## src/rtl/control_gen_pipe_if.sv

```systemverilog
// Decoder bundle interface: upstream opcode/handshake plus the registered control outputs.
// master drives opcodes and pipeline control; slave is the decoder pipeline.
interface control_gen_pipe_if #(
  parameter int CNT_W = 8
);
  logic [6:0]       opcode_in;
  logic             in_valid;
  logic             stall;
  logic             flush;
  logic             out_valid;
  logic [1:0]       U_control;
  logic             reg_write;
  logic             mem_read;
  logic             mem_write;
  logic             alu_src;
  logic             branch;
  logic             jump;
  logic             illegal;
  logic [CNT_W-1:0] illegal_count;

  modport master (
    output opcode_in, in_valid, stall, flush,
    input  out_valid, U_control, reg_write, mem_read, mem_write,
           alu_src, branch, jump, illegal, illegal_count
  );

  modport slave (
    input  opcode_in, in_valid, stall, flush,
    output out_valid, U_control, reg_write, mem_read, mem_write,
           alu_src, branch, jump, illegal, illegal_count
  );
endinterface

```

## src/rtl/control_gen_pipe.sv

```systemverilog
// RV32I opcode-to-control decoder carried through STAGES register stages with
// valid/stall/flush, plus a saturating count of illegal opcodes.
module control_gen_pipe #(
  parameter int STAGES = 1,
  parameter int CNT_W  = 8
) (
  input logic               clk,
  input logic               rst,
  control_gen_pipe_if.slave bus
);

  typedef struct packed {
    logic [1:0] u_control;
    logic       reg_write;
    logic       mem_read;
    logic       mem_write;
    logic       alu_src;
    logic       branch;
    logic       jump;
    logic       illegal;
  } ctrl_t;

  localparam logic [6:0] OP_R     = 7'b0110011;
  localparam logic [6:0] OP_I_ALU = 7'b0010011;
  localparam logic [6:0] OP_LOAD  = 7'b0000011;
  localparam logic [6:0] OP_STORE = 7'b0100011;
  localparam logic [6:0] OP_BR    = 7'b1100011;
  localparam logic [6:0] OP_JAL   = 7'b1101111;
  localparam logic [6:0] OP_JALR  = 7'b1100111;
  localparam logic [6:0] OP_LUI   = 7'b0110111;
  localparam logic [6:0] OP_AUIPC = 7'b0010111;

  if (STAGES < 1 || STAGES > 4) begin : g_bad_stages
    $error("control_gen_pipe: STAGES must be in 1..4");
  end

  ctrl_t dec;

  always_comb begin
    dec = '0;
    case (bus.opcode_in)
      OP_R:     dec.reg_write = 1'b1;
      OP_I_ALU: begin
        dec.reg_write = 1'b1;
        dec.alu_src   = 1'b1;
      end
      OP_LOAD:  begin
        dec.reg_write = 1'b1;
        dec.mem_read  = 1'b1;
        dec.alu_src   = 1'b1;
      end
      OP_STORE: begin
        dec.mem_write = 1'b1;
        dec.alu_src   = 1'b1;
      end
      OP_BR:    dec.branch = 1'b1;
      OP_JAL:   begin
        dec.reg_write = 1'b1;
        dec.jump      = 1'b1;
        dec.u_control = 2'b10;
      end
      OP_JALR:  begin
        dec.reg_write = 1'b1;
        dec.jump      = 1'b1;
        dec.alu_src   = 1'b1;
      end
      OP_LUI:   begin
        dec.reg_write = 1'b1;
        dec.u_control = 2'b01;
      end
      OP_AUIPC: begin
        dec.reg_write = 1'b1;
        dec.u_control = 2'b11;
      end
      default:  dec.illegal = 1'b1;
    endcase
  end

  logic [STAGES-1:0] vld_q;
  ctrl_t             bnd_q [STAGES];
  logic [CNT_W-1:0]  cnt_q;
  logic              cap_illegal;

  assign cap_illegal = bus.in_valid & dec.illegal & ~bus.stall & ~bus.flush;

  // Flush beats stall; an idle slot always carries a zeroed bundle.
  always_ff @(posedge clk) begin
    if (rst || bus.flush) begin
      vld_q <= '0;
      for (int k = 0; k < STAGES; k++) bnd_q[k] <= '0;
    end else if (!bus.stall) begin
      vld_q[0] <= bus.in_valid;
      bnd_q[0] <= bus.in_valid ? dec : '0;
      for (int k = 1; k < STAGES; k++) begin
        vld_q[k] <= vld_q[k-1];
        bnd_q[k] <= bnd_q[k-1];
      end
    end
  end

  always_ff @(posedge clk) begin
    if (rst) begin
      cnt_q <= '0;
    end else if (cap_illegal && (cnt_q != {CNT_W{1'b1}})) begin
      cnt_q <= cnt_q + CNT_W'(1);
    end
  end

  ctrl_t out_b;
  assign out_b = vld_q[STAGES-1] ? bnd_q[STAGES-1] : '0;

  assign bus.out_valid     = vld_q[STAGES-1];
  assign bus.U_control     = out_b.u_control;
  assign bus.reg_write     = out_b.reg_write;
  assign bus.mem_read      = out_b.mem_read;
  assign bus.mem_write     = out_b.mem_write;
  assign bus.alu_src       = out_b.alu_src;
  assign bus.branch        = out_b.branch;
  assign bus.jump          = out_b.jump;
  assign bus.illegal       = out_b.illegal;
  assign bus.illegal_count = cnt_q;

endmodule

```

## src/flat_wrapper.sv

```systemverilog
// flat-port wrapper written by rule: the top's interface ports become plain ports
module control_gen_pipe_flat 
#(
  parameter int STAGES = 1,
  parameter int CNT_W  = 8
)
  (clk, rst, bus_opcode_in, bus_in_valid, bus_stall, bus_flush, bus_out_valid, bus_U_control, bus_reg_write, bus_mem_read, bus_mem_write, bus_alu_src, bus_branch, bus_jump, bus_illegal, bus_illegal_count);
  control_gen_pipe_if #(.CNT_W(CNT_W)) bus_i ();
  input logic clk;
  input logic rst;
  input wire logic [$bits(bus_i.opcode_in)-1:0] bus_opcode_in;
  input wire logic [$bits(bus_i.in_valid)-1:0] bus_in_valid;
  input wire logic [$bits(bus_i.stall)-1:0] bus_stall;
  input wire logic [$bits(bus_i.flush)-1:0] bus_flush;
  output wire logic [$bits(bus_i.out_valid)-1:0] bus_out_valid;
  output wire logic [$bits(bus_i.U_control)-1:0] bus_U_control;
  output wire logic [$bits(bus_i.reg_write)-1:0] bus_reg_write;
  output wire logic [$bits(bus_i.mem_read)-1:0] bus_mem_read;
  output wire logic [$bits(bus_i.mem_write)-1:0] bus_mem_write;
  output wire logic [$bits(bus_i.alu_src)-1:0] bus_alu_src;
  output wire logic [$bits(bus_i.branch)-1:0] bus_branch;
  output wire logic [$bits(bus_i.jump)-1:0] bus_jump;
  output wire logic [$bits(bus_i.illegal)-1:0] bus_illegal;
  output wire logic [$bits(bus_i.illegal_count)-1:0] bus_illegal_count;
  assign bus_i.opcode_in = bus_opcode_in;
  assign bus_i.in_valid = bus_in_valid;
  assign bus_i.stall = bus_stall;
  assign bus_i.flush = bus_flush;
  assign bus_out_valid = bus_i.out_valid;
  assign bus_U_control = bus_i.U_control;
  assign bus_reg_write = bus_i.reg_write;
  assign bus_mem_read = bus_i.mem_read;
  assign bus_mem_write = bus_i.mem_write;
  assign bus_alu_src = bus_i.alu_src;
  assign bus_branch = bus_i.branch;
  assign bus_jump = bus_i.jump;
  assign bus_illegal = bus_i.illegal;
  assign bus_illegal_count = bus_i.illegal_count;
  control_gen_pipe #(.STAGES(STAGES), .CNT_W(CNT_W)) u_core (.clk(clk), .rst(rst), .bus(bus_i));
endmodule
```

## config.mk

```make
export PLATFORM = sky130hd
export DESIGN_NAME = control_gen_pipe_flat
export DESIGN_NICKNAME = d
export VERILOG_FILES = /design/src/rtl/control_gen_pipe_if.sv /design/src/rtl/control_gen_pipe.sv /design/src/flat_wrapper.sv
export SDC_FILE = /design/constraint.sdc
export NUM_CORES = 1
export LEC_CHECK = 0
export CAP_MARGIN = 20
export CORE_MARGIN = 5
export CORE_UTILIZATION = 49
export CTS_CLUSTER_DIAMETER = 50
export DETAILED_ROUTE_END_ITERATION = 10
export PLACE_DENSITY = 0.83
export RECOVER_POWER = 50
export SYNTH_ARGS = -nofsm -noshare
export SYNTH_HDL_FRONTEND = slang
export SYNTH_SLANG_ARGS = --single-unit
```

## constraint.sdc

```tcl
create_clock -name clk -period 4.69 [get_ports clk]
set_clock_uncertainty 0.2 [all_clocks]
set_input_delay 0.469 -clock clk [delete_from_list [all_inputs] [get_ports clk]]
set_output_delay 0.469 -clock clk [all_outputs]
set_load 0.01 [all_outputs]
```

==> results.cfg <==
[synth]
synth_common_cells = 12 x nand2_1, 11 x nor2_1, 9 x and2_1, 9 x dfxtp_1, 9 x edfxtp_1
synth_edf_count = 9
synth_ff_type = edfxtp_1
synth_top_cell_by_area = edfxtp_1
syn_area_per_cell_sq_um = 9.75
synthTopCellsByArea = edfxtp_1 27%, dfxtp_1 18%, and2_1 5.7%
synth_top_area_share_pct = 27.2
synth.distinct_cells = 38
ys_seq_area_share_pct = 45.3
synth_area_sq_um = 995
async_flop_share_pct = 0
yosysMostFrequentCell = nand2_1
ys_warn_count = 0
synth_cells = 102
synth-seq-cells = 18
syn-num-nets = 115

[routing]
routed_wl_um = 2310
drtPass1Iterations = 4
drc_errors = 0
drtAntennaViolNets = 0
routedWlPerCell_um = 14.4
drt_iter0_drc = 26
viasPerCell = 5.57
num_vias = 896

[timing]
max_slew_margin_pct = 62.8
setup_slack_ns = 2.38
rsz0062_at_grt = false
fmax_ghz = 0.432
finalCritPeriodShare_pct = 49.3
hold_violations = 0
timing_worst_slew_pin_value_ns = 0.553
worst_hold_slack_ns = 0.310
setup_tns_ns = 0
slew_violations = 0
fin_crit_ns = 2.31
setup_violations = 0

[setup_path]
crit_family = buffers and inverters
path_cells = dlygate4sd3_1, nand3b_1, o32ai_4, nor2_1, mux2_2
cp_max_fo = 10
crit_slowest_cell = dlygate4sd3_1
r2r-end = u_core.bus.illegal_count[4]
worst-path-stages = 5
cp-start-kind = input port
r2r_cells = 5
endpoint = u_core.bus.illegal_count[0]
worst_setup_path_end_kind = flop
reg2reg_from = u_core.bus.illegal_count[0]
crit_arrival_ns = 2.30
required_ns = 4.67
critPathBufInv = 1
path_class = in2reg
r2r_slack_ns = 2.63
startpoint = bus_opcode_in[5]
slowest_delay_ns = 0.67

[global_route]
grt-ovfl-total = 0
grt_pass1_wl_um = 3740
track_usage_pct = 17.5
grt_max_degree = 13
grt_pass1_vias = 824
antenna_found_initial = 0

[placed_design]
io_buffers = 29
place_area_sq_um = 1320
hpwl_um = 1850
globalplace.congestion = 0.805
dp_slack_ns = 2.16

[clock_network]
clock-sinks = 18
htree_levels = 1
clk_pin_slew_ns = 0.09
clock-root-buffer = clkbuf_4
insertion_delay_ns = 0.29
numCtsBuffers = 3
post_cts_resized = 0
cts_tree = yes
postCtsHoldBufs = 0
clk_path_buf_depth = 2
cts_setup_buffers = 0

[die]
die_height_um = 55.1
rows = 16
core_area_sq_um = 1940
start_util_pct = 51.2
dieArea_sq_um = 3030
die_w_um = 55.1
ios = 30

[min_path]
hp-class = reg2reg
min-delay-start = u_core.bus.illegal_count[1]

[power]
p_leak_nw = 0.483
irDropWorstVdd_v = 0.000133
p_per_area_nw_per_um2 = 211

[final_layout]
diodes = 0
syn_to_final_growth_pct = 34.8
seq_area_sq_um = 450
fillerInstances = 160
drive_gt1_share_pct = 5.97
stdcell_area_sq_um = 1340
fin_util_pct = 69.1
nets = 148
multiInputGateArea_sq_um = 537

[run_status]
status = finished clean

[run]
drv_cap = 0
metrics by stage:
stage | power (W) | cells
after floorplan | 0.000189 | 102
final | 0.000283 | 161
after detailed placement | 0.000209 | 157
after global placement | 0.000207 | 157
after global routing | 0.000299 | 161
after CTS | 0.000288 | 161
kinds of logic (layout without fill, tap and decap cells):
| kind of cell | count (synthesis) | count (layout) | share of synthesized area (%) |
|---|---|---|---|
| buffers and inverters | 2 | 34 | 0.754 |
| AND/OR/NAND/NOR | 58 | 58 | 34.2 |
| AO/OA/AOI/OAI | 21 | 21 | 16.4 |
| multiplexers | 2 | 2 | 2.14 |
| adder cells (fa/ha/maj) | 1 | 1 | 1.26 |
| flip-flops | 18 | 18 | 45.3 |
metal layers:
metal	up-vias	routed length (um)	global-route usage, %
li1	457	-	-
met4	0	12	7.29
met5	-	0	0
met1	415	1010	22.3
met2	22	1200	29.1
met3	2	85	3.22
worst register-to-register path: stages, from the launching register on:
cell     delay, ns
dfxtp_1       0.41
ha_1          0.23
nand2_1       0.12
or4b_4        0.50
or4_1         0.40
a21oi_1       0.14
final cells by class:
class                   count  share of cell area (%)
repair buffers             29                    21.6
clock buffers               4                    1.96
flip-flops and latches     18                    33.6
inverters                   1                   0.280
multi-input cells          82                    40.0
well taps                  27                    2.52
flip-flops by register name (all words and copies together), names as in the netlist:
register and count:
u_core.bus.illegal_count 8, u_core.bus.out_valid 1, u_core.bnd_q 9
how the worst min path moves through the flow:
stage | endpoint | slack [ns] | cells after the start
after detailed placement | u_core.bus.illegal_count[1] | 0.30 | 2
after global placement | u_core.bus.illegal_count[1] | 0.29 | 2
final | u_core.bus.illegal_count[1] | 0.31 | 2
after CTS | u_core.bus.illegal_count[1] | 0.31 | 2
after floorplan | u_core.bus.illegal_count[1] | 0.30 | 2
after global routing | u_core.bus.illegal_count[1] | 0.34 | 2
cell usage in the layout (no fill, tap or decap), drive strengths merged, types with 3 or more instances in the layout:
master and n:
dfxtp 9, or4 3, a21oi 6, nor2 11, nor3 3, nor4 3, clkbuf 4, o31ai 4
edfxtp 9, dlygate4sd3 11, nand2 12, and2 9, clkdlybuf4s50 18
power breakdown:
group          leakage (nW)  switching [W]  internal (W)
logic                 0.291      0.0000173     0.0000169
clock network        0.0150      0.0000458     0.0000331
registers             0.177     0.00000190      0.000168
No activity file was read; power rests on OpenSTA's default activity.
